<file path="config.mk">
export PLATFORM = sky130hd
export DESIGN_NAME = vecsum_ctrl
export DESIGN_NICKNAME = d
export VERILOG_FILES = /design/src/rtl/vecsum_ctrl.sv
export SDC_FILE = /design/constraint.sdc
export NUM_CORES = 1
export LEC_CHECK = 0
export BUFFER_PORTS_ARGS = -buffer_cell sky130_fd_sc_hd__buf_4
export CORE_UTILIZATION = 35
export DETAILED_ROUTE_END_ITERATION = 7
export PLACE_DENSITY = 0.61
export REMOVE_ABC_BUFFERS = 1
export SYNTH_ARGS = -nofsm -noshare
export SYNTH_HDL_FRONTEND = slang
export SYNTH_SLANG_ARGS = --single-unit
</file>
<file path="constraint.sdc">
create_clock -name clk_in -period 3.9 [get_ports clk_in]
set_clock_uncertainty 0.15 [all_clocks]
set_input_delay 0.39 -clock clk_in [delete_from_list [all_inputs] [get_ports clk_in]]
set_output_delay 0.39 -clock clk_in [all_outputs]
set_load 0.01 [all_outputs]
</file>
<file path="src/rtl/vecsum_ctrl.sv">
// vecsum_ctrl: sums a vector delivered as Chunks beats of Elements signed
// operands. Each accepted beat goes straight to an external pipelined adder
// tree with a fixed Latency. The tree's per-beat sums are accumulated as they
// come back. A tag shift register marks which tree_out cycles carry real sums.
//
// Optional feature: define VECSUM_SAT_EN so that every accumulation clamps to
// the signed NBitsOut range, and out_sat reports whether any clamp happened
// in the current vector. Without it, accumulation wraps and out_sat is 0.
//
// dbg_state encoding: 0 IDLE, 1 FEED, 2 DRAIN, 3 HOLD.
//
// Handshakes: a transfer happens on a rising edge where valid && ready.
// A source holds valid and its data stable until that transfer happens.
// in_ready depends only on state and reset, never on in_valid. out_valid
// and the result do not depend on out_ready.
module vecsum_ctrl #(
  parameter int Elements = 4,
  parameter int NBitsIn  = 8,
  parameter int NBitsOut = 24,
  parameter int Chunks   = 4,
  parameter int Latency  = 3
) (
  input  logic                                 clk_in,
  input  logic                                 rst_in,
  input  logic [Elements-1:0][NBitsIn-1:0]     in_data,
  input  logic                                 in_valid,
  output logic                                 in_ready,
  output logic [Elements-1:0][NBitsIn-1:0]     tree_in,
  input  logic signed [NBitsOut-1:0]           tree_out,
  output logic signed [NBitsOut-1:0]           out_data,
  output logic                                 out_valid,
  input  logic                                 out_ready,
  output logic                                 out_sat,
  output logic [1:0]                           dbg_state
);

  localparam int CntW = $clog2(Chunks + 1);
  localparam logic [CntW-1:0] ChunksC = CntW'(Chunks);

  typedef enum logic [1:0] {
    IDLE  = 2'd0,
    FEED  = 2'd1,
    DRAIN = 2'd2,
    HOLD  = 2'd3
  } state_t;

  state_t                      state_q, state_d;
  logic [Latency-1:0]          tag_q, tag_d;
  logic [CntW-1:0]             cnt_q, cnt_d;
  logic signed [NBitsOut-1:0]  acc_q, acc_d;
  logic                        valid_q, valid_d;
  logic                        accept;
  logic                        tag_exit;
  logic                        others_busy;
  logic signed [NBitsOut-1:0]  acc_sum;
  logic                        clamp;

`ifdef VECSUM_SAT_EN
  localparam logic signed [NBitsOut-1:0] MaxVal = {1'b0, {(NBitsOut-1){1'b1}}};
  localparam logic signed [NBitsOut-1:0] MinVal = {1'b1, {(NBitsOut-1){1'b0}}};
  logic signed [NBitsOut:0]    sum_ext;
  logic                        sat_q, sat_d;
`endif

  // Beat acceptance and the operand path to the adder tree.
  always_comb begin
    in_ready = !rst_in && ((state_q == IDLE) || (state_q == FEED));
    accept   = in_valid && in_ready;
    tree_in  = accept ? in_data : '0;
  end

  // Tag pipeline: a 1 marks the cycle in which tree_out holds a real beat sum.
  always_comb begin
    tag_d    = '0;
    tag_d[0] = accept;
    for (int i = 1; i < Latency; i++) begin
      tag_d[i] = tag_q[i-1];
    end
    tag_exit    = tag_q[Latency-1];
    others_busy = 1'b0;
    for (int i = 0; i < Latency - 1; i++) begin
      others_busy = others_busy | tag_q[i];
    end
  end

  // One accumulation step, either wrapping or clamping to the signed range.
  always_comb begin
`ifdef VECSUM_SAT_EN
    sum_ext = {acc_q[NBitsOut-1], acc_q} + {tree_out[NBitsOut-1], tree_out};
    clamp   = sum_ext[NBitsOut] ^ sum_ext[NBitsOut-1];
    if (clamp) begin
      acc_sum = sum_ext[NBitsOut] ? MinVal : MaxVal;
    end else begin
      acc_sum = sum_ext[NBitsOut-1:0];
    end
`else
    clamp   = 1'b0;
    acc_sum = acc_q + tree_out;
`endif
  end

  // Next-state logic for the FSM, beat counter, accumulator and result flags.
  always_comb begin
    state_d = state_q;
    cnt_d   = cnt_q;
    acc_d   = acc_q;
    valid_d = valid_q;
`ifdef VECSUM_SAT_EN
    sat_d   = sat_q;
`endif
    if (tag_exit) begin
      acc_d = acc_sum;
`ifdef VECSUM_SAT_EN
      sat_d = sat_q | clamp;
`endif
    end
    case (state_q)
      IDLE: begin
        if (accept) begin
          acc_d = '0;
          cnt_d = CntW'(1);
`ifdef VECSUM_SAT_EN
          sat_d = 1'b0;
`endif
          state_d = (Chunks == 1) ? DRAIN : FEED;
        end
      end
      FEED: begin
        if (accept) begin
          cnt_d = cnt_q + 1'b1;
          if (cnt_d == ChunksC) begin
            state_d = DRAIN;
          end
        end
      end
      DRAIN: begin
        // The last tag leaving means its sum is folded in at this same edge.
        if (tag_exit && !others_busy) begin
          state_d = HOLD;
          valid_d = 1'b1;
        end
      end
      HOLD: begin
        if (out_ready) begin
          state_d = IDLE;
          valid_d = 1'b0;
          cnt_d   = '0;
        end
      end
      default: state_d = IDLE;
    endcase
  end

  // All state registers; the async reset also drops every in-flight tag.
  always_ff @(posedge clk_in or posedge rst_in) begin
    if (rst_in) begin
      state_q <= IDLE;
      tag_q   <= '0;
      cnt_q   <= '0;
      acc_q   <= '0;
      valid_q <= 1'b0;
`ifdef VECSUM_SAT_EN
      sat_q   <= 1'b0;
`endif
    end else begin
      state_q <= state_d;
      tag_q   <= tag_d;
      cnt_q   <= cnt_d;
      acc_q   <= acc_d;
      valid_q <= valid_d;
`ifdef VECSUM_SAT_EN
      sat_q   <= sat_d;
`endif
    end
  end

  // Result outputs come straight from registers and only change outside HOLD.
  always_comb begin
    out_data  = acc_q;
    out_valid = valid_q;
    dbg_state = state_q;
`ifdef VECSUM_SAT_EN
    out_sat   = sat_q;
`else
    out_sat   = 1'b0;
`endif
  end

endmodule

</file>
==> impl_metrics.env, run 1 <==
export IMPL_status="finished, final reports clean"
export IMPL_drtPass1Iterations=4
export IMPL_maxCapViolations=0
export IMPL_syn_avg_cell_area_um2=8.801
export IMPL_endpoint_kind="flip-flop"
export IMPL_mostFrequentLayoutCells="buf_4 (122), and3_1 (34), dfrtp_1 (33)"
export IMPL_die_h_um=92.26
export IMPL_wl_per_cell_um=13.60
export IMPL_slowest_delay_ps=410
export IMPL_slew_headroom_pct=44.77
export IMPL_synth_cells=324
export IMPL_powerDensity_nw_per_um2=710.2
export IMPL_drtIter0Drc=97
export IMPL_synth_edf_count=0
export IMPL_path_delay_family="compound AO/OA/AOI/OAI gates"
export IMPL_synth_seq_cells=33
export IMPL_cts_tree="yes"
export IMPL_leakagePower_nw=2.070
export IMPL_rows=32
export IMPL_finalCritPeriodShare_pct=67.52
export IMPL_cp_common_cell="a21oi_1"
export IMPL_worstSetupPathType="reg2reg"
export IMPL_start_util_pct=36.52
export IMPL_cp_buffers_inverters=0
export IMPL_io_pins=121
export IMPL_gp_congestion=0.7672
export IMPL_clkLatencyLatePin_ps=290
export IMPL_grt_overflow_total=0
export IMPL_antenna_cells=0
export IMPL_hold_buffers=0
export IMPL_cts_root_buffer="clkbuf_8"
export IMPL_wirelength_mm=7.290
export IMPL_setup_violations=0
export IMPL_crit_chain="ha_1, fa_1, a21oi_1, o21ai_1, nand2_1, o21a_1, o31ai_4, a311oi_2, xor2_1, a21oi_1"
export IMPL_hold_viol=0
export IMPL_ys_seq_area_share_pct=28.96
export IMPL_chipWidth_um=92.26
export IMPL_cp_arrival_ps=2630
export IMPL_clock_sinks=33
export IMPL_io_buffers=119
export IMPL_layout_commonest_cell="buf_4"
export IMPL_ant_nets=0
export IMPL_slowest_stage="dfrtp_1"
export IMPL_cts_path_max_buffers=2
export IMPL_remaining_drc_errors=0
export IMPL_syn_cell_area_um2=2851
export IMPL_cts_htree_levels=2
export IMPL_critPathRequiredTime_ps=3900
export IMPL_coreArea_um2=7807
export IMPL_vias=2712
export IMPL_worst_path_max_fanout=4
export IMPL_cts_buffers=5
export IMPL_drive_gt1_share_pct=32.72
export IMPL_hpwl_mm=5.562
export IMPL_async_reset_ff_share_pct=100.0
export IMPL_maxSlewViolCount=0
export IMPL_area_growth_pct=37.30
export IMPL_synth_ff_type="dfrtp_1"
export IMPL_worst_slew_pin_slew_ps=828.5
export IMPL_min_period_ps=2633
export IMPL_fin_tns_setup_ps=0
export IMPL_antenna_found_initial=0
export IMPL_grt_pass1_vias=2675
export IMPL_cp_start_kind="flip-flop"
export IMPL_yosys_warnings=0
export IMPL_ys_types=52
export IMPL_grt_usage_pct=17.62
export IMPL_grt_start_max_net_pins=35
export IMPL_cts_setup_buffers=0
export IMPL_clkTransAtPathRegs_ps=80
export IMPL_cts_resized=0
export IMPL_avgViaCountPerCell=5.060
export IMPL_grt_pass1_wl_mm=12.17
export IMPL_ir_drop_mv=0.2154
export IMPL_fillers=736
export IMPL_dieArea_um2=8512
export IMPL_clock_fmax_ghz=0.3797
export IMPL_hold_ws_ps=62.75
export IMPL_post_route_util_pct=50.14
export IMPL_rsz0062_at_grt="no"
export IMPL_hold_path_class="in2async"
export IMPL_nets=524
==> layout make-up <==
class | count | area (µm²) | share of cell area [%]
Sequential cell | 33 | 825.8 | 21.09
Clock buffer | 7 | 86.33 | 2.205
Clock inverter | 1 | 30.03 | 0.7670
Inverter | 11 | 41.29 | 1.055
Tap cell | 102 | 127.6 | 3.260
Multi-Input combinational cell | 260 | 1888 | 48.23
Timing Repair Buffer | 122 | 915.9 | 23.39
==> cells in the mapped netlist (3+ instances only) <==
| master | n | area share (%) |
|---|---|---|
| clkbuf_1 | 13 | 1.7 |
| nand4_1 | 5 | 1.1 |
| nand3_1 | 6 | 1.1 |
| xor2_1 | 7 | 2.2 |
| a21o_1 | 12 | 3.2 |
| o21ai_1 | 4 | 0.70 |
| xnor2_1 | 12 | 3.7 |
| dfrtp_1 | 33 | 29 |
| nor2b_1 | 4 | 0.88 |
| a31oi_1 | 5 | 1.1 |
| o21ai_0 | 10 | 1.8 |
| nor3b_1 | 3 | 0.79 |
| nand2_1 | 17 | 2.2 |
| ha_1 | 30 | 13 |
| mux2i_1 | 18 | 6.3 |
| nor2_1 | 31 | 4.1 |
| a21oi_1 | 26 | 4.6 |
| inv_1 | 10 | 1.3 |
| nand2b_1 | 3 | 0.66 |
| and3_1 | 34 | 7.5 |
| o21bai_1 | 4 | 1.1 |
==> through the flow <==
step           area, µm²  total power (W)  worst slack (ps)  cells
2_1_floorplan       2755         0.001860              1119    304
3_3_place_gp        3799         0.002432              1191    528
3_5_place_dp        3799         0.002445              1176    528
4_1_cts             3915         0.002799              1263    536
5_1_grt             3915         0.003037              1125    536
6_report            3915         0.002781              1267    536
==> path summary, 6_finish.rpt <==
path / slack (ps) / end / startpoint / depth (start not counted)
worst max-delay path: 1270 / out_data[22] / out_data[0] / 10
worst min-delay path: 60 / out_valid / rst_in / 3
min in group clk_in: 220 / tag_q[1] / tag_q[0] / 0
worst min register to register: 220 / tag_q[1] / tag_q[0] / 0
max in group asynchronous: 3210 / out_data[12] / rst_in / 3
worst max register to register: 1270 / out_data[22] / out_data[0] / 10
==> cells by family after synthesis <==
family                     share of synthesized area (%)
muxes                                              6.713
and+or+nand+nor                                    19.88
other                                             0.1315
DFF                                                28.96
xor gates and xnor gates                           5.836
buffers and inverters                              4.827
AOI/OAI and AO/OA                                  19.79
adders and majority gates                          13.87
==> sequential cells by signal, indices dropped and copies added, names as in the netlist <==
register,cells
out_data,24
cnt_q,3
tag_q,3
dbg_state,2
out_valid,1
==> report_power, final <==
group	switching, W	internal, W
Clock	0.000135	0.000209
Sequential	0.000149	0.000497
Combinational	0.000945	0.000846
Total	0.00123	0.00155
==> tightest hold or removal path, cell delays in order <==
cell and delay, ps:
buf_4 110, inv_1 40, buf_4 400
==> per-layer routing <==
layer / vias up / part of all wire [%] / GRT usage [%]
met5: - / 0 / 0
met4: 0 / 1.1 / 5.469
met3: 5 / 5.9 / 3.814
met2: 92 / 47 / 30.10
met1: 1232 / 46 / 22.03
li1: 1383 / - / -
Note: power is estimated with default switching activity, not from simulation.
==> inputs of run 2 (changes only) <==
- clock period: 3.9 -> 2.5 ns (I/O delays scaled with it)
==> impl_metrics.env, run 2 (same netlist as run 1, synthesis figures left out) <==
export IMPL_cp_buffers_inverters=0
export IMPL_cts_root_buffer="clkbuf_8"
export IMPL_maxSlewViolCount=0
export IMPL_r2r_start="out_data[0]"
export IMPL_fin_tns_setup_ps=0
export IMPL_rr_worst_depth=10
export IMPL_slowest_delay_ps=410
export IMPL_stdcell_area_um2=4199
export IMPL_largest_register_ffs=24
export IMPL_critPathRequiredTime_ps=2500
export IMPL_grt_pass1_wl_mm=12.05
export IMPL_finalCritPeriodShare_pct=97.22
export IMPL_grt_overflow_total=0
export IMPL_clkTransAtPathRegs_ps=70
export IMPL_cp_start_kind="flip-flop"
export IMPL_reg2reg_to="out_data[22]"
export IMPL_io_pins=121
export IMPL_path_delay_family="compound AO/OA/AOI/OAI gates"
export IMPL_min_period_ps=2430
export IMPL_avgViaCountPerCell=5.217
export IMPL_gp_congestion=0.8182
export IMPL_area_growth_pct=47.26
export IMPL_worst_path_max_fanout=4
export IMPL_endpoint_kind="flip-flop"
export IMPL_chipWidth_um=92.26
export IMPL_leakagePower_nw=2.166
export IMPL_rows=32
export IMPL_cts_path_max_buffers=2
export IMPL_clock_sinks=33
export IMPL_coreArea_um2=7807
export IMPL_nets=545
export IMPL_cts_buffers=5
export IMPL_hold_path_class="in2reg"
export IMPL_place_area_um2=3889
export IMPL_grt_pass1_vias=2638
export IMPL_vias=2906
export IMPL_layout_commonest_cell="buf_4"
export IMPL_antenna_cells=0
export IMPL_ir_drop_mv=0.4219
export IMPL_antenna_found_initial=0
export IMPL_start_util_pct=36.52
export IMPL_cp_arrival_ps=2440
export IMPL_io_buffers=119
export IMPL_ant_nets=0
export IMPL_min_path_cells=4
export IMPL_cts_htree_levels=2
export IMPL_clock_fmax_ghz=0.4114
export IMPL_grt_usage_pct=17.62
export IMPL_maxCapViolations=0
export IMPL_wirelength_mm=7.807
export IMPL_drtIter0Drc=68
export IMPL_hpwl_mm=5.827
export IMPL_rsz0062_at_grt="yes"
export IMPL_worstHoldStart="tree_out[0]"
export IMPL_regToRegSetupSlack_ps=70
export IMPL_dieArea_um2=8512
export IMPL_drive_gt1_share_pct=40.44
export IMPL_wl_per_cell_um=14.02
export IMPL_worstSetupPathType="reg2reg"
export IMPL_grt_start_max_net_pins=35
export IMPL_mostFrequentLayoutCells="buf_4 (141), and3_1 (34), dfrtp_1 (32)"
export IMPL_cts_tree="yes"
export IMPL_hold_viol=0
export IMPL_drtPass1Iterations=4
export IMPL_clkLatencyLatePin_ps=280
export IMPL_status="finished, final reports clean"
export IMPL_setup_violations=0
export IMPL_slowest_stage="dfrtp_1"
export IMPL_hold_end="out_data[0]"
export IMPL_remaining_drc_errors=0
export IMPL_die_h_um=92.26
export IMPL_powerDensity_nw_per_um2=1128
export IMPL_crit_chain="ha_4, fa_2, a21oi_2, o21ai_2, nand2_1, o21a_4, o31ai_4, a311oi_2, xor2_1, a21oi_1"
-- run 2: cell count changes in the layout (fill, tap and decap cells not counted), moves of 2 or more --
cell	change
a21oi_1	-5
a21oi_2	+5
buf_4	+19
ha_1	-9
ha_2	+4
ha_4	+5
nor2_1	-2
nor2_2	+2
-- run 2: worst max-delay path by stage --
stage / depth (start not counted) / startpoint / to
6_report: 10 / out_data[0] / out_data[22]
5_1_grt: 10 / out_data[0] / out_data[22]
4_1_cts: 9 / out_data[1] / out_data[19]
3_5_place_dp: 10 / out_data[0] / out_data[22]
3_3_place_gp: 11 / tree_out[0] / out_data[22]
2_1_floorplan: 9 / dbg_state[1] / dbg_state[1]
-- run 2: metrics by stage --
| step | hold WS (ps) | cells | power, W | utilization [%] | setup WS [ps] |
|---|---|---|---|---|---|
| floorplan | 204.3 | 304 | 0.002902 | - | -280.9 |
| CTS | 181.6 | 549 | 0.004534 | 51.57 | -3.488 |
| global route | 214.3 | 557 | 0.005138 | 53.78 | -41.02 |
| finish | 196.8 | 557 | 0.004738 | 53.78 | 69.56 |
| detailed placement | 213.4 | 540 | 0.003960 | 49.81 | -72.98 |
| global placement | 211.3 | 540 | 0.003920 | 49.81 | -32.52 |
-- run 2: power by group --
group / switching [W] / total, W / internal (W)
registers: 0.000240 / 0.00102 / 0.000776
logic: 0.00160 / 0.00320 / 0.00159
clock network: 0.000200 / 0.000525 / 0.000325
-- run 2: area by class of cell --
type | instances | area, µm²
clock buffer | 7 | 86.33
timing repair buffer | 143 | 1080
multi-input combinational | 260 | 2007
tap | 102 | 127.6
inverter | 11 | 41.29
fill | 722 | 3608
clock inverter | 1 | 30.03
sequential | 33 | 827.0
-- run 2: what timing repair did --
item,CTS,global route
gates cloned,0,1
endpoints found under the hold margin,33,0
setup endpoints to repair,5,39
setup buffers,0,7
pin swaps,0,15
gates resized for setup,3,27
hold buffers,1,0
-- run 2: layer usage --
metal  global-route usage (%)  part of all wire (%)  wire length, µm
met5                        0                     0                0
met2                    30.10                    49             3824
met3                    3.980                   6.2              481
met4                    4.688                   1.4              110
met1                    22.24                    43             3391
-- run 2: tightest hold or removal path, stage by stage --
cell and delay (ps):
buf_4 100, ha_4 120, mux2i_1 60, nor2_1 70
==> inputs of run 3 (changes only) <==
- CTS_BUF_LIST: unset -> sky130_fd_sc_hd__clkbuf_8
- SETUP_SLACK_MARGIN: unset -> 0.1
==> impl_metrics.env, run 3 (same netlist as run 1, synthesis figures left out) <==
export IMPL_regToRegSetupSlack_ps=150
export IMPL_worst_path_max_fanout=4
export IMPL_wirelength_mm=7.915
export IMPL_clock_sinks=33
export IMPL_cp_start_kind="flip-flop"
export IMPL_worstSetupEndpoint="out_data[22]"
export IMPL_setup_violations=0
export IMPL_ant_nets=0
export IMPL_post_place_ws_ps=-72.98
export IMPL_reg2reg_to="out_data[22]"
export IMPL_maxSlewViolCount=0
export IMPL_setup_slack_ps=145.2
export IMPL_grt_overflow_total=0
export IMPL_grt_start_max_net_pins=35
export IMPL_drtPass1Iterations=4
export IMPL_grt_usage_pct=18.09
export IMPL_grt_pass1_wl_mm=12.36
export IMPL_stdcell_area_um2=4308
export IMPL_place_area_um2=3889
export IMPL_critPathRequiredTime_ps=2500
export IMPL_rsz0062_at_grt="yes"
export IMPL_critical_path_startpoint="out_data[0]"
export IMPL_coreArea_um2=7807
export IMPL_avgViaCountPerCell=5.198
export IMPL_io_buffers=119
export IMPL_clkTransAtPathRegs_ps=70
export IMPL_drive_gt1_share_pct=43.01
export IMPL_clkLatencyLatePin_ps=280
export IMPL_dieArea_um2=8512
export IMPL_fin_tns_setup_ps=0
export IMPL_p_sw_w=0.002103
export IMPL_p_comb_share_pct=68.5
export IMPL_cts_root_buffer="clkbuf_8"
export IMPL_remaining_drc_errors=0
export IMPL_die_h_um=92.26
export IMPL_rr_worst_depth=10
export IMPL_layout_commonest_cell="buf_4"
export IMPL_start_util_pct=36.52
export IMPL_leakagePower_nw=2.179
export IMPL_layout_cells_non_filler=560
export IMPL_status="finished, final reports clean"
export IMPL_wl_per_cell_um=14.13
export IMPL_chipWidth_um=92.26
export IMPL_endpoint_kind="flip-flop"
export IMPL_placedCellCount=540
export IMPL_largest_register_ffs=24
export IMPL_gp_congestion=0.8182
export IMPL_maxCapViolations=0
export IMPL_antenna_cells=0
export IMPL_hpwl_mm=5.827
export IMPL_cts_htree_levels=2
export IMPL_min_period_ps=2355
export IMPL_p_clk_share_pct=10.6
export IMPL_p_seq_share_pct=20.9
export IMPL_cts_buffers=5
export IMPL_ir_drop_mv=0.4208
export IMPL_r2r_start="out_data[0]"
export IMPL_p_sw_share_pct=42.99
export IMPL_cts_tree="yes"
export IMPL_cp_arrival_ps=2360
export IMPL_powerDensity_nw_per_um2=1136
export IMPL_p_int_w=0.002789
export IMPL_io_pins=121
export IMPL_finalCritPeriodShare_pct=94.19
export IMPL_worstSetupPathType="reg2reg"
export IMPL_drtIter0Drc=59
export IMPL_vias=2911
export IMPL_rows=32
export IMPL_nets=548
export IMPL_hold_viol=0
export IMPL_cts_path_max_buffers=2
export IMPL_mostFrequentLayoutCells="buf_4 (144), and3_1 (34), dfrtp_1 (31)"
export IMPL_clock_fmax_ghz=0.4247
export IMPL_antenna_found_initial=0
export IMPL_grt_pass1_vias=2691
export IMPL_hold_path_class="in2reg"
export IMPL_area_growth_pct=51.07
[run 3: cell types whose count changed in the layout (fill, tap and decap cells not counted), sizes merged]
cell | before | now
buf | 142 | 145
clkbuf | 7 | 6
inv | 11 | 12
[run 3: worst min-delay path by stage]
| stage | startpoint | end | cells after the start |
|---|---|---|---|
| final | tree_out[0] | out_data[0] | 4 |
| after global placement | tag_q[1] | tag_q[2] | 0 |
| after CTS | tree_out[0] | out_data[0] | 4 |
| after global routing | tree_out[0] | out_data[0] | 4 |
| after detailed placement | tag_q[0] | tag_q[1] | 0 |
| after floorplan | tag_q[1] | tag_q[2] | 0 |
[run 3: layout make-up]
cell class / instances / area, µm²
Sequential cell: 33 / 828.3
Fill cell: 704 / 3500
Multi-Input combinational cell: 260 / 2092
Clock inverter: 2 / 33.78
Timing Repair Buffer: 146 / 1102
Inverter: 11 / 41.29
Clock buffer: 6 / 82.58
Tap cell: 102 / 127.6
[run 3: per-stage QoR]
step	utilization (%)	power [W]	hold WS, ps
floorplan	-	0.002902	204.3
global placement	49.81	0.003920	211.3
detailed placement	49.81	0.003960	213.4
CTS	53.04	0.004676	207.5
global route	55.18	0.005296	229.0
finish	55.18	0.004892	217.5
[run 3: repair_timing]
action,4_1_cts,5_1_grt
hold buffers,1,0
resized for setup,16,27
cloned,0,1
endpoints found under the setup margin,10,46
pin swaps,11,18
setup buffers,5,5
endpoints found under the hold margin,33,0
[run 3: power by group through the flow]
stage	clock [W]	sequential [W]	combinational (W)
after floorplan	0	0.00108	0.00183
after global placement	0	0.00100	0.00292
after detailed placement	0	0.00101	0.00296
after CTS	0.000538	0.00101	0.00313
after global routing	0.000559	0.00106	0.00368
final	0.000520	0.00102	0.00335
[run 3: worst max-delay path, stage by stage, from the launching register on]
cell	delay (ps)
dfrtp_1	380
ha_2	190
fa_2	380
a21oi_4	150
o21ai_2	80
nand2_1	80
o21a_4	170
o31ai_4	100
a311oi_2	290
xor2_1	170
a21oi_1	80
[run 3: per-layer routing]
metal	routed length [µm]	part of all wire [%]	up-vias	global-route usage, %
li1	-	-	1425	-
met1	3397	43	1371	22.65
met2	3932	50	103	31.28
met3	489	6.2	12	3.980
met4	95	1.2	0	4.688
met5	0	0	-	0
